## src/rtl/sys_pkg.sv

```systemverilog
// Shared types and constants for the systolic MAC array slice.
package sys_pkg;
  localparam int DATA_W = 4;
  localparam int SUM_W = 8;

  typedef enum logic [2:0] {
    IDLE,
    WLOAD,
    STREAM,
    DRAIN,
    DONE
  } feeder_state_t;

  function automatic int clog2(input int v);
    int r;
    r = 0;
    while ((1 << r) < v) r++;
    return r;
  endfunction
endpackage

```

## src/rtl/sys_skew_mux.sv

```systemverilog
// Triangular skew select: lane j carries A[j][t-j] inside the wavefront.
module sys_skew_mux
  import sys_pkg::*;
#(
  parameter int row_width = 4,
  parameter int CW = 3
) (
  input  logic [row_width*row_width*DATA_W-1:0] a,
  input  logic [CW-1:0]                         t,
  output logic [row_width*DATA_W-1:0]           lanes
);
  for (genvar j = 0; j < row_width; j++) begin : g_lane
    logic [DATA_W-1:0] lane;
    always_comb begin
      lane = '0;
      for (int k = 0; k < row_width; k++)
        if (int'(t) == j + k)
          lane = a[(j*row_width+k)*DATA_W +: DATA_W];
    end
    assign lanes[j*DATA_W +: DATA_W] = lane;
  end
endmodule

```

## src/rtl/sys_feeder.sv

```systemverilog
// Activation/weight feeder for the NxN systolic MAC array.
module sys_feeder
  import sys_pkg::*;
#(
  parameter int row_width = 4,
  localparam int AW = clog2(row_width),
  localparam int CW = clog2(2*row_width)
) (
  input  logic                          clk,
  input  logic                          rst,
  input  logic                          ld_en,
  input  logic                          ld_sel,
  input  logic [AW-1:0]                 ld_row,
  input  logic [AW-1:0]                 ld_col,
  input  logic [DATA_W-1:0]             ld_data,
  input  logic                          start,
  output logic                          busy,
  output logic                          done,
  output logic                          active,
  output logic [row_width*DATA_W-1:0]   data_out,
  output logic [row_width*DATA_W-1:0]   w_out,
  output logic [row_width*SUM_W-1:0]    sum_out,
  output logic [row_width-1:0]          weight_wren
);
  localparam int N = row_width;
  localparam int AF = N*N*DATA_W;
  localparam logic [CW-1:0] N_LAST = CW'(N-1);
  localparam logic [CW-1:0] S_LAST = CW'(2*N-2);

  feeder_state_t state, state_n;
  logic [CW-1:0] cnt, cnt_n;
  logic [AF-1:0] a_q, a_n;
  logic [N*DATA_W-1:0] w_q, w_n, skew;
  logic ld_ok;

  assign ld_ok = ld_en && (state == IDLE);
  assign sum_out = '0;

  // Constant-index compare keeps out-of-range rows/cols from writing.
  always_comb begin
    a_n = a_q;
    w_n = w_q;
    for (int c = 0; c < N; c++) begin
      if (ld_ok && ld_sel && int'(ld_col) == c)
        w_n[c*DATA_W +: DATA_W] = ld_data;
      for (int r = 0; r < N; r++)
        if (ld_ok && !ld_sel && int'(ld_row) == r &&
            int'(ld_col) == c)
          a_n[(r*N+c)*DATA_W +: DATA_W] = ld_data;
    end
  end

  always_comb begin
    state_n = state;
    cnt_n = cnt + CW'(1);
    unique case (state)
      IDLE: begin
        cnt_n = '0;
        if (start) state_n = WLOAD;
      end
      WLOAD:
        if (cnt == N_LAST) begin
          state_n = STREAM;
          cnt_n = '0;
        end
      STREAM:
        if (cnt == S_LAST) begin
          state_n = DRAIN;
          cnt_n = '0;
        end
      DRAIN:
        if (cnt == N_LAST) begin
          state_n = DONE;
          cnt_n = '0;
        end
      DONE: begin
        state_n = IDLE;
        cnt_n = '0;
      end
      default: begin
        state_n = IDLE;
        cnt_n = '0;
      end
    endcase
  end

  sys_skew_mux #(
    .row_width(N),
    .CW(CW)
  ) u_skew (
    .a(a_q),
    .t(cnt_n),
    .lanes(skew)
  );

  // Outputs are registered from next state so they align with it.
  always_ff @(posedge clk or posedge rst) begin
    if (rst) begin
      state <= IDLE;
      cnt <= '0;
      a_q <= '0;
      w_q <= '0;
      busy <= 1'b0;
      done <= 1'b0;
      active <= 1'b0;
      data_out <= '0;
      w_out <= '0;
      weight_wren <= '0;
    end else begin
      state <= state_n;
      cnt <= cnt_n;
      a_q <= a_n;
      w_q <= w_n;
      busy <= (state_n != IDLE);
      done <= (state_n == DONE);
      active <= (state_n == STREAM) || (state_n == DRAIN);
      weight_wren <= {N{state_n == WLOAD}};
      data_out <= (state_n == STREAM) ? skew : '0;
      w_out <= (state_n == IDLE) ? '0 : w_n;
    end
  end
endmodule
```

## config.mk

```make
export PLATFORM = sky130hd
export DESIGN_NAME = sys_feeder
export DESIGN_NICKNAME = d
export VERILOG_FILES = /design/src/rtl/sys_pkg.sv /design/src/rtl/sys_skew_mux.sv /design/src/rtl/sys_feeder.sv
export SDC_FILE = /design/constraint.sdc
export NUM_CORES = 1
export LEC_CHECK = 0
export ABC_AREA = 1
export CAP_MARGIN = 25
export CORE_MARGIN = 3
export CORE_UTILIZATION = 54
export DETAILED_ROUTE_END_ITERATION = 8
export PLACE_DENSITY = 0.84
export REMOVE_ABC_BUFFERS = 1
export SLEW_MARGIN = 30
export SYNTH_ARGS = -nofsm -noshare
export SYNTH_HDL_FRONTEND = slang
export SYNTH_SLANG_ARGS = --single-unit
export TNS_END_PERCENT = 100
```

## constraint.sdc

```tcl
create_clock -name clk -period 5.39 [get_ports clk]
set_input_delay 1.078 -clock clk [delete_from_list [all_inputs] [get_ports clk]]
set_output_delay 1.078 -clock clk [all_outputs]
set_load 0.005 [all_outputs]
```

==> results of run 1 <==
## cell usage in the layout, fill, tap and decap left out, types with 4 or more instances in the layout
master           count
nand2_1            153
dfrtp_1            122
o21ai_0             91
inv_1               66
nor2_1              60
clkdlybuf4s50_1     51
conb_1              32
nand3_1             18
clkbuf_16           16
nand2_2             15
nor2_4               7
clkbuf_8             6
a21oi_1              5
o21ai_1              5
inv_2                4
nand2_4              4
nor3_4               4
ha_1                 4
## kinds of logic after synthesis
group,count (synthesis)
simple gates,273
other cells,1
buf+inv,113
compound gates,105
fa+ha+maj,4
flops,122
## per-layer routing
layer	global-route usage	vias up	part of all wire
met4	0.101	0	0.020
met1	0.293	2052	0.40
met2	0.393	206	0.51
li1	-	1999	-
met5	0	-	0
met3	0.0620	32	0.077
## final timing paths
kind	endpoint	start	cells after the start	slack [ns]
worst max-delay path	w_out[9]	w_out[9]	1	2.88
worst min-delay path	a_q[30]	a_q[30]	2	0.48
worst max register to register	data_out[5]	cnt[0]	13	3.16
worst min register to register	a_q[30]	a_q[30]	2	0.48
max in group asynchronous	a_q[26]	rst	3	3.48
min in group asynchronous	w_out[0]	rst	2	1.01
## metrics by stage
step / hold slack, ns / utilization / std cells / total power (W)
floorplan: 0.444 / - / 607 / 0.00192
global placement: 0.458 / 0.612 / 793 / 0.00228
detailed placement: 0.469 / 0.612 / 793 / 0.00233
CTS: 0.483 / 0.674 / 824 / 0.00351
global route: 0.506 / 0.674 / 824 / 0.00369
finish: 0.483 / 0.674 / 824 / 0.00350
## layout make-up
cell class | count | area (µm²)
Tap cell | 133 | 166
Sequential cell | 122 | 3050
Inverter | 71 | 269
Multi-Input combinational cell | 414 | 2000
Clock inverter | 6 | 110
Fill cell | 762 | 3210
Clock buffer | 25 | 494
Timing Repair Buffer | 53 | 526
## power breakdown
part	internal [W]	total, W	switching (W)	leakage, nW
logic	0.000406	0.00105	0.000641	1.40
registers	0.00117	0.00130	0.000124	1.58
clock network	0.000763	0.00116	0.000394	0.290
total	0.00234	0.00350	0.00116	3.27
## flip-flops by register name (all words and copies together) (netlist names)
name	count
a_q	64
data_out	16
w_out	16
w_q	16
cnt	3
state	3
active	1
busy	1
done	1
weight_wren	1
==> reports/metrics.yaml, run 1 <==
hold_violations: 0
crit_chain: "clkdlybuf4s50_1"
die_h_um: 107
hpwl_um: 7990
core_um2: 9820
hold_buffers: 0
cts_setup_buffers: 0
clkSinkCount: 122
cp.required_ns: 4.31
syn_avg_cell_area_um2: 8.90
cp_data_arrival_time_ns: 1.43
drv_cap: 0
slew_headroom: 0.527
grt_pass1_vias: 4319
setup_viol_count_final: 0
synth_most_common_cell: "nand2_1"
ys_types: 30
ant_nets: 0
synth-compound-area-share: 0.101
drive_gt1_frac: 0.106
cp-end-kind: "output pin"
cts_buffers: 17
io_pins: 84
final_nets: 696
finalCritPeriodShare: 0.466
grt_util_all_layers: 0.236
ys_seq_area_frac: 0.555
rows: 36
viasPerCell: 5.21
post-place-ws_ns: 2.54
critPathKind: "flip-flop to output pin"
yosysTopAreaCellShare: 0.555
critical_path.top_delay_family: "buffers and inverters"
muxShareOfSynthArea: 0
post_dp_cell_area_um2: 6010
grt_overflow: 0
syn_area_um2: 5500
die_x_um: 107
synth_fa_ha_area_frac: 0.00910
p_leak_nw: 3.27
place_congestion: 0.888
worst_pin_slew_ns: 0.709
skew_ns: 0.00843
synth_top_family_by_area: "simple AND/OR/NAND/NOR gates"
start_util: 0.560
rsz0062_at_grt: "false"
cellPowerDensity_nw_per_um2: 530
insertedDiodeCount: 0
grt_max_degree: 56
antenna_found_initial: 0
start_kind: "flip-flop"
worst_slack_ns: 2.88
io_buffers: 51
async_reset_ff_frac: 1.00
area_growth_pct: 20.2
htree_num_levels: 4
routed-via-count: 4289
first_iter_violations: 438
max_freq_ghz: 0.399
synth_cells: 618
final_area_um2: 6610
synth_common_cells: "153 x nand2_1, 122 x dfrtp_1, 91 x o21ai_0, 67 x inv_1, 60 x nor2_1"
die_area_um2: 11400
drv_slew: 0
ys_warn_count: 0
crit_buf_inv: 1
hold_class: "flip-flop to flip-flop"
fin_crit_ns: 2.51
slowest_stage: "clkdlybuf4s50_1"
routed_wl_um: 12600
grt_pass1_wl_um: 20800
synth_edf_count: 0
cp_max_fo: 1
synth_top_area_cell: "dfrtp_1"
dr.pass1.iters: 8
cts_root_buffer: "clkbuf_8"
peakVddDrop_v: 0.000391
synth-seq-cells: 122
clk_pin_slew_worst_paths_ns: 0.06
synth-simple-area-share: 0.231
clk_latency_ns: 0.54
ctsLongestPathBuffers: 2
drc: 0
outcome: "finished, final reports clean"
synthXorXnorAreaFrac: 0
wire_per_inst_um: 15.3
fin_setup_tns_ns: 0
cts_resized: 0
synth_area_leaders: "dfrtp_1 56%, nand2_1 10%, o21ai_0 8.3%"
synth_ff_type: "dfrtp_1"
max_stage_delay_ns: 0.52
cts_tree: "yes"
Power figures use the tool's default switching activity.
==> run 2: changes to the inputs <==
==> constraint.sdc (replaced) <==
create_clock -name clk -period 2.65 [get_ports clk]
set_input_delay 0.53 -clock clk [delete_from_list [all_inputs] [get_ports clk]]
set_output_delay 0.53 -clock clk [all_outputs]
set_load 0.005 [all_outputs]
==> reports/metrics.yaml, run 2 (synthesis results as in run 1) <==
hpwl_um: 8020
top_layer_used: "met4"
insertedDiodeCount: 0
wire_per_inst_um: 14.9
start_util: 0.560
rows: 36
drv_slew: 0
post_dp_cell_area_um2: 6060
die_h_um: 107
drc: 0
regToRegSetupSlack_ns: 0.38
regMostFlops: "a_q"
timing.rr.end: "data_out[3]"
seq_area_um2: 3050
fin_crit_ns: 2.27
drive_gt1_frac: 0.111
clk_latency_ns: 0.51
hold_class: "primary input to async pin"
antenna_found_initial: 0
grt_pass1_wl_um: 20500
ctsLongestPathBuffers: 2
grt_max_degree: 50
largest_reg_flops: 64
final_common_cell: "nand2_1"
cts_resized: 0
start_kind: "flip-flop"
cts_root_buffer: "clkbuf_8"
cp_max_fo: 11
crit_path_start: "cnt[0]"
cts_tree: "yes"
peakVddDrop_v: 0.000664
hold_buffers: 0
skew_ns: 0.00637
die_x_um: 107
hold_violations: 0
cellPowerDensity_nw_per_um2: 1050
drv_cap: 0
endpoint: "data_out[3]"
clkSinkCount: 122
first_iter_violations: 340
final_nets: 699
grt_pass1_vias: 4175
htree_num_levels: 4
p_leak_nw: 3.29
rsz0062_at_grt: "false"
setup_viol_count_final: 0
max_freq_ghz: 0.440
slew_headroom: 0.524
wl_met2_um: 6060
cts_buffers: 17
final_area_um2: 6630
routed_wl_um: 12300
met1Wirelength_um: 5030
fin_setup_tns_ns: 0
worst_pin_slew_ns: 0.713
dr.pass1.iters: 5
die_area_um2: 11400
grt_util_all_layers: 0.232
ant_nets: 0
post-place-ws_ns: 0.498
worst_slack_ns: 0.376
finalCritPeriodShare: 0.858
cts_setup_buffers: 0
area_growth_pct: 20.6
cp.required_ns: 3.09
multi_input_area_um2: 2000
core_um2: 9820
grt_overflow: 0
viasPerCell: 5.11
critPathKind: "flip-flop to flip-flop"
clk_pin_slew_worst_paths_ns: 0.06
routed-via-count: 4217
fill_cells: 754
mostFrequentLayoutCells: "153 x nand2_1, 122 x dfrtp_1, 91 x o21ai_0"
cp-end-kind: "flip-flop"
met3_length_um: 881
r2r-start: "cnt[0]"
rr_worst_depth: 13
io_buffers: 51
io_pins: 84
cp_data_arrival_time_ns: 2.71
place_congestion: 0.825
outcome: "finished, final reports clean"
-- run 2: cell type report --
cell class,count,area share
clock inverter,7,0.0136
clock buffer,23,0.0734
tap,133,0.0251
multi-input combinational,414,0.301
timing repair buffer,56,0.0864
sequential,122,0.460
inverter,71,0.0406
-- run 2: where the power goes --
part	internal, W	switching [W]	total (W)	leakage (nW)
sequential	0.00239	0.000241	0.00263	1.58
clock	0.00145	0.000774	0.00222	0.282
combinational	0.000835	0.00131	0.00214	1.43
total	0.00467	0.00232	0.00699	3.29
-- run 2: how the worst min path moves through the flow --
stage | startpoint | end | slack (ns) | cells past startpoint
3_3_place_gp | a_q[32] | a_q[32] | 0.46 | 2
6_report | rst | w_out[5] | 0.44 | 2
2_1_floorplan | a_q[40] | a_q[40] | 0.44 | 2
4_1_cts | rst | busy | 0.44 | 2
3_5_place_dp | a_q[40] | a_q[40] | 0.47 | 2
5_1_grt | rst | w_out[9] | 0.49 | 2
-- run 2: worst max-delay path, stage by stage (launching register included) --
cell and delay [ns]:
dfrtp_1 0.39, ha_1 0.23, ha_1 0.23, inv_1 0.14, nand2_1 0.09, nor2_2 0.19
inv_2 0.07, nand2_4 0.16, nand2_4 0.10, nor2_4 0.26, nand2_1 0.11, nand2_1 0.08
nor2_1 0.05, nor2_1 0.09
-- run 2: per-stage QoR --
| step | instances | hold WS (ns) | total power (W) | util |
|---|---|---|---|---|
| after floorplan | 607 | 0.444 | 0.00391 | - |
| after global placement | 796 | 0.459 | 0.00464 | 0.617 |
| after detailed placement | 796 | 0.468 | 0.00474 | 0.617 |
| after CTS | 826 | 0.441 | 0.00702 | 0.676 |
| after global routing | 826 | 0.494 | 0.00741 | 0.676 |
| final | 826 | 0.438 | 0.00699 | 0.676 |
-- run 2: per-layer routing --
layer | track usage | up-vias
met5 | 0 | -
met4 | 0.106 | 0
li1 | - | 2000
met1 | 0.292 | 2021
met3 | 0.0680 | 24
met2 | 0.372 | 172
